## config.mk

```make
export PLATFORM = sky130hd
export DESIGN_NAME = demux1to11_dispatch
export DESIGN_NICKNAME = d
export VERILOG_FILES = /design/src/rtl/demux1to11_dispatch.sv
export SDC_FILE = /design/constraint.sdc
export NUM_CORES = 1
export LEC_CHECK = 0
export ABC_AREA = 1
export BUFFER_PORTS_ARGS = -buffer_cell sky130_fd_sc_hd__clkbuf_2
export CORE_MARGIN = 4
export CORE_UTILIZATION = 47
export CTS_CLUSTER_SIZE = 40
export DETAILED_ROUTE_END_ITERATION = 8
export PLACE_DENSITY = 0.86
export SLEW_MARGIN = 40
export SYNTH_ARGS = -nofsm -noshare
export SYNTH_HDL_FRONTEND = slang
export SYNTH_SLANG_ARGS = --single-unit
export TNS_END_PERCENT = 5
```

## constraint.sdc

```tcl
create_clock -name clk -period 1.7 [get_ports clk]
set_input_delay 0.085 -clock clk [delete_from_list [all_inputs] [get_ports clk]]
set_output_delay 0.085 -clock clk [all_outputs]
set_load 0.01 [all_outputs]
```

## src/rtl/demux1to11_dispatch.sv

```systemverilog
// One-to-N word dispatcher: each accepted word lands in the holding register of its
// one-hot selected channel and is held there until the sink acks it. Illegal selects are dropped and counted.
module demux1to11_dispatch #(
    parameter int WIDTH = 40,
    parameter int N     = 11
) (
    input  logic               clk,
    input  logic               rst,
    input  logic [WIDTH-1:0]   in_data,
    input  logic               in_valid,
    input  logic [N-1:0]       in_sel,
    output logic               in_ready,
    output logic [N*WIDTH-1:0] out_data,
    output logic [N-1:0]       out_valid,
    input  logic [N-1:0]       out_ack,
    output logic               err_sel,
    output logic [15:0]        drop_cnt
);

    logic         sel_legal;
    logic         slot_busy;
    logic         accept;
    logic [N-1:0] load;
    logic         drop;

    always_comb begin
        sel_legal = (in_sel != '0) && ((in_sel & (in_sel - N'(1))) == '0);
        // An occupied slot that is being acked this cycle is treated as free.
        slot_busy = |(in_sel & out_valid & ~out_ack);
        in_ready  = !rst && (!sel_legal || !slot_busy);
        accept    = in_valid && in_ready;
        load      = (accept && sel_legal) ? in_sel : '0;
        drop      = accept && !sel_legal;
    end

    always_ff @(posedge clk) begin
        if (rst) begin
            out_data  <= '0;
            out_valid <= '0;
            err_sel   <= 1'b0;
            drop_cnt  <= '0;
        end else begin
            for (int i = 0; i < N; i++) begin
                // Load takes priority over a same-cycle ack so streaming into one channel never loses a word.
                if (load[i]) begin
                    out_data[i*WIDTH +: WIDTH] <= in_data;
                    out_valid[i]               <= 1'b1;
                end else if (out_ack[i] && out_valid[i]) begin
                    out_valid[i] <= 1'b0;
                end
            end
            err_sel <= drop;
            if (drop && (drop_cnt != 16'hFFFF)) begin
                drop_cnt <= drop_cnt + 16'd1;
            end
        end
    end

endmodule

```

==> results of run 1 <==
[timing repair]
action / in CTS / in global routing
hold buffers: 12 / 0
endpoints found under the hold margin: 12 / 0
gates resized for setup: 21 / 28
setup endpoints to repair: 453 / 468
gates cloned: 1 / 4
pin swaps: 23 / 12
setup buffers: 2 / 0
[logic make-up after synthesis]
logic type	count (synthesis)	share of synthesized area
and+or+nand+nor	1906	0.402
DFF	468	0.511
buffers and inverters	269	0.0730
AOI/OAI and AO/OA	39	0.0108
xor gates and xnor gates	5	0.00239
adders and majority gates	1	0.000682
[flip-flops by register name, indices dropped and copies added, names as in the netlist]
name and count:
drop_cnt 16, err_sel 1, out_data 440, out_valid 11
[layer usage]
metal  part of all wire  wire [um]  track usage
met5                  0          0            0
met4              0.050       3010        0.137
met3              0.093       5580       0.0512
met2               0.47      27900        0.429
met1               0.39      23400        0.331
[how the worst max path moves through the flow]
| stage | slack [ps] | end | depth (start not counted) |
|---|---|---|---|
| after floorplan | -20 | out_data[54]$_SDFFE_PP0P_ | 12 |
| after global placement | -270 | out_data[154]$_SDFFE_PP0P_ | 15 |
| after detailed placement | -350 | out_data[37]$_SDFFE_PP0P_ | 15 |
| after CTS | -250 | out_data[31]$_SDFFE_PP0P_ | 12 |
| after global routing | -440 | out_data[157]$_SDFFE_PP0P_ | 13 |
| final | -280 | out_data[157]$_SDFFE_PP0P_ | 13 |
[power by group]
group          internal [mW]  leakage (nW)  total (mW)  switching (mW)
Sequential              11.0          3.77        11.0         0.00773
Clock                   5.98         0.736        10.3            4.30
Combinational          0.294          6.81       0.999           0.705
Total                   17.2          11.3        22.3            5.01
[synthesized netlist by cell type, drive strengths merged]
| master | instances |
|---|---|
| a21oi | 24 |
| buf | 124 |
| clkbuf | 59 |
| dfxtp | 468 |
| ha | 1 |
| inv | 86 |
| nand2 | 942 |
| nand3 | 24 |
| nand3b | 1 |
| nand4 | 4 |
| nor2 | 929 |
| nor3 | 3 |
| nor3b | 1 |
| nor4 | 1 |
| nor4b | 1 |
| o21ai | 14 |
| o221ai | 1 |
| xnor2 | 2 |
| xor2 | 3 |
[final cells by class]
| cell class | instances | area share |
|---|---|---|
| inverters | 86 | 0.0139 |
| repair buffers | 647 | 0.171 |
| multi-input cells | 1951 | 0.327 |
| well taps | 518 | 0.0273 |
| clock buffers | 77 | 0.0612 |
| diodes | 1 | 0.000106 |
| clock inverters | 8 | 0.00333 |
| flip-flops and latches | 468 | 0.396 |
[per-stage QoR]
step / util / cell area (sq um) / hold WS (ps) / setup TNS (ps) / std cells
after floorplan: - / 18400 / 253 / -441 / 2688
after detailed placement: 0.562 / 21700 / 365 / -127950 / 3650
after CTS: 0.608 / 23500 / 11.4 / -77870 / 3750
after global routing: 0.613 / 23700 / 50.5 / -152330 / 3756
after global placement: 0.562 / 21700 / 347 / -94910 / 3650
final: 0.613 / 23700 / 55.9 / -82130 / 3756
[critical path, stage by stage, from the launching register on]
cell                      delay [ps]
sky130_fd_sc_hd__dfxtp_2         320
sky130_fd_sc_hd__nand2_2          70
sky130_fd_sc_hd__o21ai_1          60
sky130_fd_sc_hd__nor2_1          140
sky130_fd_sc_hd__nand2_1          80
sky130_fd_sc_hd__nor2_1          110
sky130_fd_sc_hd__nand4_1         160
sky130_fd_sc_hd__buf_12          230
sky130_fd_sc_hd__nor2_8          160
sky130_fd_sc_hd__buf_12          120
sky130_fd_sc_hd__buf_16          180
sky130_fd_sc_hd__nand2_1          80
sky130_fd_sc_hd__nand2_1          80
sky130_fd_sc_hd__nor2_1           40
==> flow_summary.rst, run 1 <==
.. list-table::
   :header-rows: 1

   * - Metric
     - Value
   * - Period Utilization, post-route
     - 1.16
   * - Peak VDD IR
     - 0.653 mV
   * - Number of warnings issued by yosys
     - 0
   * - Cell area power density
     - 939 nW/um^2
   * - Largest clock skew in the final design
     - 9.51 ps
   * - Startpoint type of the worst setup path
     - flip-flop
   * - Number of clock sinks seen by CTS
     - 468
   * - Fmax
     - 506 MHz
   * - Final setup violating endpoints
     - between 400 and 500
   * - Total congestion overflow after global routing
     - 0
   * - Final Total Pwr
     - 22.3 mW
   * - Flip-flop and latch count after synthesis
     - 468
   * - Number of distinct library cells after synthesis
     - 26
   * - Worst hold path startpoint
     - rst
   * - CP Max Fanout
     - 27
   * - Worst Setup End Kind
     - flip-flop
   * - Total routed wirelength
     - 59.9 mm
   * - Site Rows
     - around 70
   * - Max-cap violations
     - 0
   * - Least setup slack across all paths after layout
     - -276 ps
   * - Post-route ant nets
     - 0
   * - Effective utilization at floorplan
     - 0.475
   * - Most frequent standard cell in the layout excluding fill and tap cells
     - sky130_fd_sc_hd__nand2_1
   * - FF-to-FF Start
     - out_valid[5]$_SDFFE_PP0P_
   * - Worst slack after detailed placement
     - -348 ps
   * - Count of H-tree levels built during CTS
     - 2
   * - Endpoint required time on the critical path
     - approximately 2200 ps
   * - Remaining routing DRC violations
     - 0
   * - Number of cells produced by synthesis
     - around 2,700
   * - Worst reg2reg path depth
     - 13
   * - Top cells by area in the synthesized netlist
     - sky130_fd_sc_hd__dfxtp_1 51%, sky130_fd_sc_hd__nand2_1 19%, sky130_fd_sc_hd__nor2_1 19%
   * - Outcome
     - finished, violations left
   * - Worst Path Arrival
     - 2430 ps
   * - Total Die Area
     - 42,300 sq um
   * - Average via count per standard cell
     - ~4.9
   * - Top cell type's share of synthesized area
     - 0.511
   * - Final min period
     - 1980 ps
   * - Top-level port count
     - 534
   * - Initial DRC count
     - 1,421
   * - Maximum number of pins on one net before global-route repair
     - 203
   * - Net count after synthesis
     - approximately 2,800
   * - X dimension of the die
     - 206 um
   * - Number of hold violations in the final report
     - 0
   * - Violated checks
     - negative setup slack
   * - Initial antenna violation count
     - 1
   * - First-pass GRT wire length
     - 88.7 mm
   * - Layout overhead on the synthesized area
     - 29.2%
   * - Clock-pin slew of the registers on the worst-case setup and hold paths
     - 60 ps
   * - Hold path cells
     - 3
   * - End of the worst register-to-register path
     - out_data[157]$_SDFFE_PP0P_
   * - Rel. slew slack
     - 0.526
   * - Pins Over Slew Limit
     - 0
   * - Unrepaired setup endpoints after global routing
     - yes
   * - Leading cell types in the layout, fill and taps excluded
     - 928 x sky130_fd_sc_hd__nand2_1, 911 x sky130_fd_sc_hd__nor2_1, 533 x sky130_fd_sc_hd__clkbuf_2
   * - Detailed Routing Iterations Pass 1
     - 5
   * - Nets
     - 3,267
   * - LEAKAGE
     - between 10 and 15 nW
   * - Number of CTS-inserted buffers
     - 47
   * - Class of the most critical setup path
     - flip-flop to flip-flop
   * - HPWL after detailed placement
     - approximately 39 mm
   * - Per-cell routed wire length
     - 16.0 um
   * - Source-to-sink clock delay at the later pin of the worst-skew pair
     - 560 ps
   * - Destination of the worst hold path
     - out_valid[3]$_SDFFE_PP0P_
   * - TritonCTS clock tree
     - done
   * - Footprint of the flip-flops and latches
     - 9380 sq um
   * - Post-synthesis cell area
     - 18,300 sq um
   * - Total via count after detailed routing
     - roughly 19,000
   * - Number of inserted filler cells in the final layout
     - between 3,000 and 4,000
   * - Worst R2R Setup Slack
     - -280 ps
   * - Sequential fraction of the synthesis area
     - 0.511
   * - Layout cell share with drive strength beyond 1
     - 0.235
   * - Global router's overall resource usage
     - 0.263
   * - Standard cell core area
     - 38,600 sq um
   * - Worst slew pin tran
     - 710 ps
   * - Library cell occupying the most area in the post-synthesis netlist
     - sky130_fd_sc_hd__dfxtp_1
   * - Root buf cell
     - sky130_fd_sc_hd__clkbuf_16
   * - Crit path launch
     - out_valid[5]$_SDFFE_PP0P_
   * - Number of buffer cells added on primary ports
     - 533
   * - Vias in the first global route
     - 16,600
   * - Avg Inst Size Synth
     - 6.82 sq um
   * - Area of the multi-input gates
     - 7750 sq um
   * - Routability congestion estimate
     - 0.915
   * - Clock Path Buffers
     - 3
   * - Worst hold path type
     - input port to flip-flop
   * - Die H
     - 206 um
Power figures use the tool's default switching activity.
==> run 2: changes to the inputs <==
--- a/config.mk
+++ b/config.mk
@@ -5,13 +5,14 @@
 export SDC_FILE = /design/constraint.sdc
 export NUM_CORES = 1
 export LEC_CHECK = 0
-export ABC_AREA = 1
 export BUFFER_PORTS_ARGS = -buffer_cell sky130_fd_sc_hd__clkbuf_2
-export CORE_MARGIN = 4
-export CORE_UTILIZATION = 47
+export CAP_MARGIN = 10
+export CORE_AREA = 4 4 204 206
 export CTS_CLUSTER_SIZE = 40
 export DETAILED_ROUTE_END_ITERATION = 8
-export PLACE_DENSITY = 0.86
+export DIE_AREA = 0 0 208 210
+export MAX_ROUTING_LAYER = met4
+export PLACE_DENSITY = 0.82
 export SLEW_MARGIN = 40
 export SYNTH_ARGS = -nofsm -noshare
 export SYNTH_HDL_FRONTEND = slang
==> run 2 against run 1 <==
Against the previous run: the run still ends with negative setup slack left; routed wire length decreased by 2.2%; non-clock buffer count is 25 higher; combinational power down 18%; clock skew rose by 0.68 ps; sequential share of layout area grew 0.84 points; first-iteration DRC count down 26%; via count down 20%; maximum frequency is 2.9% lower; synthesized cell count decreased by 37%; final cell count is 25% lower; critical path type unchanged; largest power group unchanged.
==> flow_summary.rst, run 2 <==
.. list-table::
   :header-rows: 1

   * - Metric
     - Value
   * - Number of hold violations in the final report
     - 0
   * - Worst hold path type
     - input port to flip-flop
   * - Final setup violating endpoints
     - 456
   * - HPWL after detailed placement
     - about 40 mm
   * - Violated checks
     - negative setup slack
   * - Rel. slew slack
     - 0.559
   * - Cell area power density
     - 952 nW/um^2
   * - Top cell type's share of synthesized area
     - 0.547
   * - Net count after synthesis
     - roughly 1,800
   * - Post-route ant nets
     - 0
   * - Vias in the first global route
     - 14,900
   * - Final min period
     - 2040 ps
   * - Number of CTS-inserted buffers
     - 47
   * - Worst slew pin tran
     - 659 ps
   * - Period Utilization, post-route
     - 1.20
   * - Layout cell share with drive strength beyond 1
     - 0.333
   * - First-pass GRT wire length
     - ~87 mm
   * - Largest clock skew in the final design
     - 10.2 ps
   * - Library cell occupying the most area in the post-synthesis netlist
     - sky130_fd_sc_hd__dfxtp_1
   * - Flip-flop and latch count after synthesis
     - 468
   * - Fmax
     - roughly 490 MHz
   * - Number of antenna repair diodes
     - 0
   * - Top-count cell post-synth
     - sky130_fd_sc_hd__nand2_1
   * - Peak VDD IR
     - 0.737 mV
   * - Initial antenna violation count
     - 0
   * - Remaining routing DRC violations
     - 0
   * - Worst-case hold slack
     - 118 ps
   * - Pins Over Slew Limit
     - 0
   * - Clock-pin slew of the registers on the worst-case setup and hold paths
     - 60 ps
   * - Endpoint required time on the critical path
     - between 2000 and 2500 ps
   * - Number of flops mapped to enable cells by yosys
     - 0
   * - Max-cap violations
     - 0
   * - Global router's overall resource usage
     - 0.257
   * - TritonCTS clock tree
     - done
   * - Final Total Pwr
     - approximately 22 mW
   * - Worst reg2reg path depth
     - 9
   * - Number of buffer cells added on primary ports
     - around 530
   * - Total congestion overflow after global routing
     - 0
   * - Post-synthesis cell area
     - approximately 17,000 sq um
   * - Synth top cells by count
     - 489 x sky130_fd_sc_hd__nand2_1, 468 x sky130_fd_sc_hd__dfxtp_1, 441 x sky130_fd_sc_hd__mux2i_1
   * - Share of flip-flops with an asynchronous set or reset
     - 0
   * - Leading cell types in the layout, fill and taps excluded
     - 532 x sky130_fd_sc_hd__clkbuf_2, 488 x sky130_fd_sc_hd__nand2_1, 463 x sky130_fd_sc_hd__dfxtp_1
   * - Avg Inst Size Synth
     - roughly 10 sq um
   * - Nets
     - 2,324
   * - Sequential fraction of the synthesis area
     - 0.547
   * - Source-to-sink clock delay at the later pin of the worst-skew pair
     - around 550 ps
   * - CP Max Fanout
     - 6
   * - Biggest regs
     - out_data (440), drop_cnt (16), out_valid (11)
   * - Total via count after detailed routing
     - 14,900
   * - Max reg flops
     - 440
   * - Average via count per standard cell
     - 5.27
   * - Standard cell core area
     - 39,600 sq um
   * - X dimension of the die
     - 208 um
   * - Worst Path Arrival
     - 2500 ps
   * - Total Neg Setup Slack
     - -84,660 ps
   * - Clock Path Buffers
     - 3
   * - Outcome
     - finished, violations left
   * - Routability congestion estimate
     - 0.917
   * - Site Rows
     - 73
   * - Maximum number of pins on one net before global-route repair
     - 92
   * - Main flop type after synthesis
     - sky130_fd_sc_hd__dfxtp_1
   * - Layout overhead on the synthesized area
     - 35.3%
   * - Number of clock sinks seen by CTS
     - 468
   * - Worst Setup End Kind
     - flip-flop
   * - Worst slack after detailed placement
     - -756 ps
   * - Count of H-tree levels built during CTS
     - 2
   * - Total Die Area
     - 43,700 sq um
   * - Top cells by area in the synthesized netlist
     - sky130_fd_sc_hd__dfxtp_1 55%, sky130_fd_sc_hd__mux2i_1 26%, sky130_fd_sc_hd__nand2_1 11%
   * - Per-cell routed wire length
     - roughly 21 um
   * - Number of warnings issued by yosys
     - 0
   * - Top-level port count
     - 534
   * - Largest register by flop count
     - out_data
   * - Total routed wirelength
     - 58.6 mm
   * - Detailed Routing Iterations Pass 1
     - 5
   * - Root buf cell
     - sky130_fd_sc_hd__clkbuf_16
   * - Number of distinct library cells after synthesis
     - 37
   * - Startpoint type of the worst setup path
     - flip-flop
   * - Effective utilization at floorplan
     - 0.432
   * - Most frequent standard cell in the layout excluding fill and tap cells
     - sky130_fd_sc_hd__clkbuf_2
   * - Class of the most critical setup path
     - flip-flop to flip-flop
   * - Die H
     - roughly 210 um
   * - LEAKAGE
     - approximately 13 nW
   * - Hold path cells
     - 3
   * - Initial DRC count
     - 1,054
   * - Unrepaired setup endpoints after global routing
     - yes
   * - Number of cells produced by synthesis
     - 1,687
   * - Least setup slack across all paths after layout
     - -335 ps
[run 2: cell count changes after synthesis, moves of 14 or more]
| cell | previous run | this run |
|---|---|---|
| sky130_fd_sc_hd__mux2i_1 | 0 | 441 |
| sky130_fd_sc_hd__inv_1 | 84 | 6 |
| sky130_fd_sc_hd__buf_4 | 69 | 0 |
| sky130_fd_sc_hd__nand3_1 | 24 | 10 |
| sky130_fd_sc_hd__clkbuf_1 | 59 | 98 |
| sky130_fd_sc_hd__nor2_1 | 917 | 7 |
| sky130_fd_sc_hd__buf_2 | 15 | 30 |
| sky130_fd_sc_hd__nand2_1 | 942 | 489 |
[run 2: worst max-delay path, stage by stage (launching register included)]
cell                        delay (ps)
sky130_fd_sc_hd__dfxtp_2           320
sky130_fd_sc_hd__nand3b_1          140
sky130_fd_sc_hd__o2111ai_2         140
sky130_fd_sc_hd__nor2_1            120
sky130_fd_sc_hd__o2111a_1          250
sky130_fd_sc_hd__buf_12            130
sky130_fd_sc_hd__buf_6             100
sky130_fd_sc_hd__and4_4            320
sky130_fd_sc_hd__buf_16            180
sky130_fd_sc_hd__mux2i_4           250
[run 2: path summary, 6_finish.rpt]
kind | start | endpoint | slack [ps]
max | out_valid[4]$_SDFFE_PP0P_ | out_data[51]$_SDFFE_PP0P_ | -340
min reg2reg | out_data[29]$_SDFFE_PP0P_ | out_data[29]$_SDFFE_PP0P_ | 460
max reg2reg | out_valid[4]$_SDFFE_PP0P_ | out_data[51]$_SDFFE_PP0P_ | -340
min | in_data[12] | out_data[212]$_SDFFE_PP0P_ | 120
[run 2: what timing repair did]
action	4_1_cts	5_1_grt
pin swaps	14	8
hold endpoints to repair	135	0
hold buffers	27	0
setup buffers	9	0
gates cloned	4	3
gates resized for setup	25	28
endpoints found under the setup margin	459	466
[run 2: cell families after synthesis]
group,after synthesis,share of synthesized area
DFF,468,0.547
adders and majority gates,1,0.000730
and+or+nand+nor,571,0.138
AOI/OAI and AO/OA,49,0.0199
muxes,442,0.258
buffers and inverters,156,0.0363
[run 2: per-stage QoR]
stage | cells | cell area (sq um) | utilization
6_report | 2820 | 23200 | 0.585
5_1_grt | 2820 | 23200 | 0.585
4_1_cts | 2817 | 23000 | 0.581
3_5_place_dp | 2691 | 21000 | 0.529
3_3_place_gp | 2691 | 21000 | 0.529
2_1_floorplan | 1687 | 17400 | -
[run 2: layout make-up]
class	count	area, sq um
fill	3224	16500
sequential	468	9380
multi-input combinational	1063	7340
timing repair buffer	672	4240
clock buffer	71	1410
tap	525	657
clock inverter	15	138
inverter	6	32.5
[run 2: power by group]
group | internal [mW] | total [mW] | switching (mW)
registers | 11.0 | 11.0 | 0.00947
clock network | 6.01 | 10.3 | 4.25
logic | 0.263 | 0.824 | 0.561
[run 2: per-layer routing]
metal  vias up  global-route usage  routed length, um
met4         0               0.102               2330
met2       729               0.425              28200
met3       153              0.0555               4980
li1       6776                   -                  -
met1      7207               0.310              23100
met5         -                   -                  0
==> run 3: changes to the inputs <==
--- a/config.mk
+++ b/config.mk
@@ -7,12 +7,13 @@
 export LEC_CHECK = 0
 export BUFFER_PORTS_ARGS = -buffer_cell sky130_fd_sc_hd__clkbuf_2
 export CAP_MARGIN = 10
-export CORE_AREA = 4 4 204 206
+export CORE_AREA = 4 4 208 210
+export CTS_BUF_LIST = sky130_fd_sc_hd__clkbuf_4
 export CTS_CLUSTER_SIZE = 40
 export DETAILED_ROUTE_END_ITERATION = 8
-export DIE_AREA = 0 0 208 210
+export DIE_AREA = 0 0 212 214
 export MAX_ROUTING_LAYER = met4
-export PLACE_DENSITY = 0.82
+export PLACE_DENSITY = 0.77
 export SLEW_MARGIN = 40
 export SYNTH_ARGS = -nofsm -noshare
 export SYNTH_HDL_FRONTEND = slang
==> constraint.sdc (replaced) <==
create_clock -name clk -period 2.3 [get_ports clk]
set_input_delay 0.115 -clock clk [delete_from_list [all_inputs] [get_ports clk]]
set_output_delay 0.115 -clock clk [all_outputs]
set_load 0.01 [all_outputs]
==> run 3 against run 2 <==
Against the previous run: the flow now finishes without violations; sequential share of layout area up 0.60 points; hold slack worse by 5.5 ps; die area up 3.9%; critical endpoint is now in_ready; register-to-register slack better by 430 ps; sequential power down 26%; via count up 2.5%; flip-flop and latch count unchanged; first-iteration DRC count down 2.7%; clock-buffer cell count up 85; largest cell class unchanged; final cell count up 4.7%; total power down 29%; global-route usage down 0.60 points.
==> flow_summary.rst, run 3 (synthesized netlist as in run 2, its figures left out) <==
.. list-table::
   :header-rows: 1

   * - Metric
     - Value
   * - Fraction of met1 tracks used by global routing
     - 0.289
   * - Largest clock skew in the final design
     - 41.1 ps
   * - X dimension of the die
     - approximately 210 um
   * - Layout cell share with drive strength beyond 1
     - 0.329
   * - Layout overhead on the synthesized area
     - 33.3%
   * - Endpoint required time on the critical path
     - 2180 ps
   * - Remaining routing DRC violations
     - 0
   * - Leading cell types in the layout, fill and taps excluded
     - 532 x sky130_fd_sc_hd__clkbuf_2, 489 x sky130_fd_sc_hd__nand2_1, 464 x sky130_fd_sc_hd__dfxtp_1
   * - TritonCTS clock tree
     - done
   * - Class of the most critical setup path
     - input port to primary output
   * - Maximum number of pins on one net before global-route repair
     - 66
   * - Unrepaired setup endpoints after global routing
     - yes
   * - Total routed wirelength
     - 57.7 mm
   * - Clock-pin slew of the registers on the worst-case setup and hold paths
     - 70 ps
   * - Worst slew pin tran
     - 724 ps
   * - HPWL after detailed placement
     - roughly 39 mm
   * - Routability congestion estimate
     - 0.936
   * - FF-to-FF Start
     - out_valid[6]$_SDFFE_PP0P_
   * - Site Rows
     - 75
   * - Total congestion overflow after global routing
     - 0
   * - Total Neg Setup Slack
     - 0 ps
   * - Final min period
     - 2280 ps
   * - Fmax
     - 438 MHz
   * - Average via count per standard cell
     - 5.16
   * - Period Utilization, post-route
     - 0.993
   * - End of the worst register-to-register path
     - out_valid[1]$_SDFFE_PP0P_
   * - Vias in the first global route
     - between 15,000 and 20,000
   * - Worst Path Arrival
     - 2170 ps
   * - Effective utilization at floorplan
     - 0.412
   * - Detailed Routing Iterations Pass 1
     - 6
   * - Number of CTS-inserted buffers
     - 117
   * - First-pass GRT wire length
     - 88.1 mm
   * - Initial antenna violation count
     - 2
   * - Source-to-sink clock delay at the later pin of the worst-skew pair
     - 840 ps
   * - Outcome
     - finished, final reports clean
   * - Largest register by flop count
     - out_data
   * - Biggest regs
     - out_data (440), drop_cnt (16), out_valid (11)
   * - Post-route ant nets
     - 0
   * - Nets
     - 2,391
   * - Root buf cell
     - sky130_fd_sc_hd__clkbuf_4
   * - Max reg flops
     - 440
   * - Total Die Area
     - 45,400 sq um
   * - Met2 track demand over resource
     - 0.409
   * - Number of inserted filler cells in the final layout
     - 3,564
   * - Met3 track demand over resource
     - 0.0649
   * - Global router's overall resource usage
     - 0.251
   * - LEAKAGE
     - approximately 13 nW
   * - Number of clock sinks seen by CTS
     - 468
   * - CP Max Fanout
     - 32
   * - Hold path cells
     - 7
   * - Count of H-tree levels built during CTS
     - 3
   * - Final instance area
     - 22,800 sq um
   * - Total via count after detailed routing
     - 15,200
   * - Pins Over Slew Limit
     - 0
   * - Dpl cell area
     - 20,600 sq um
   * - Standard cell core area
     - 41,600 sq um
   * - Initial DRC count
     - between 1,000 and 1,500
   * - Die H
     - 214 um
   * - Startpoint type of the worst setup path
     - input port
   * - Peak VDD IR
     - 0.430 mV
   * - Destination of the worst hold path
     - err_sel$_SDFF_PP0_
   * - Top-level port count
     - about 530
   * - Busiest grt layer
     - met2
   * - Number of standard cells in the final layout excluding fillers
     - just under 3,000
   * - Worst Setup End Kind
     - primary output
   * - Cell area power density
     - between 600 and 700 nW/um^2
   * - Per-cell routed wire length
     - 19.5 um
   * - Rel. slew slack
     - 0.516
   * - Final setup violating endpoints
     - 0
   * - Worst hold path type
     - input port to flip-flop
   * - Placed cells
     - approximately 2,700
   * - Number of buffer cells added on primary ports
     - 533
   * - Worst R2R Setup Slack
     - 90 ps
   * - Worst reg2reg path depth
     - 9
   * - Max-cap violations
     - 0
   * - Number of hold violations in the final report
     - 0
   * - Most frequent standard cell in the layout excluding fill and tap cells
     - sky130_fd_sc_hd__clkbuf_2
   * - Worst hold path startpoint
     - in_sel[9]
   * - Clock Path Buffers
     - 3
run 3: per-layer routing:
metal  wire length (um)  up-vias
met5                  0        -
met4               2530        0
met3               4850      195
met2              27600      737
met1              22700     7330
li1                   -     6974
run 3: metrics by stage:
| stage | hold slack [ps] | total power, mW | setup WS, ps | utilization |
|---|---|---|---|---|
| finish | 113 | 15.6 | 17.2 | 0.549 |
| global route | 43.4 | 16.3 | -23.4 | 0.549 |
| CTS | 4.14 | 15.8 | -30.3 | 0.548 |
| detailed placement | 402 | 8.81 | -278 | 0.495 |
| global placement | 392 | 8.81 | -174 | 0.495 |
| floorplan | 275 | 8.57 | 65.5 | - |
run 3: how the worst max path moves through the flow:
stage,end,cells past startpoint,from
2_1_floorplan,out_data[100]$_SDFFE_PP0P_,8,in_sel[0]
3_3_place_gp,out_data[14]$_SDFFE_PP0P_,10,in_sel[0]
3_5_place_dp,out_data[14]$_SDFFE_PP0P_,10,in_sel[0]
4_1_cts,in_ready,7,out_valid[6]$_SDFFE_PP0P_
5_1_grt,in_ready,7,out_valid[6]$_SDFFE_PP0P_
6_report,in_ready,8,in_sel[5]
run 3: timing repair:
action	in CTS	in global routing
pin swaps	5	0
resized for setup	9	6
buffers inserted	3	4
setup endpoints to repair	1	3
hold buffers	70	0
endpoints found under the hold margin	468	0
run 3: area by class of cell:
cell class / instances / area (sq um) / share of cell area
inverter: 6 / 30.0 / 0.00131
clock inverter: 50 / 279 / 0.0122
clock buffer: 156 / 1170 / 0.0513
multi-input combinational: 1063 / 7240 / 0.317
sequential: 468 / 9370 / 0.410
timing repair buffer: 669 / 4070 / 0.178
antenna: 2 / 5.00 / 0.000219
tap: 539 / 674 / 0.0295
run 3: power by group:
part	switching (mW)	internal (mW)	total, mW
registers	0.00683	8.11	8.11
clock network	3.39	3.49	6.88
logic	0.412	0.208	0.620
run 3: critical path, cell delays in order:
cell and delay (ps):
sky130_fd_sc_hd__clkbuf_2 120, sky130_fd_sc_hd__nor3_1 370, sky130_fd_sc_hd__nand3_1 180, sky130_fd_sc_hd__o22a_1 270, sky130_fd_sc_hd__a2111oi_4 560, sky130_fd_sc_hd__buf_6 300
sky130_fd_sc_hd__a21oi_2 90, sky130_fd_sc_hd__buf_2 140
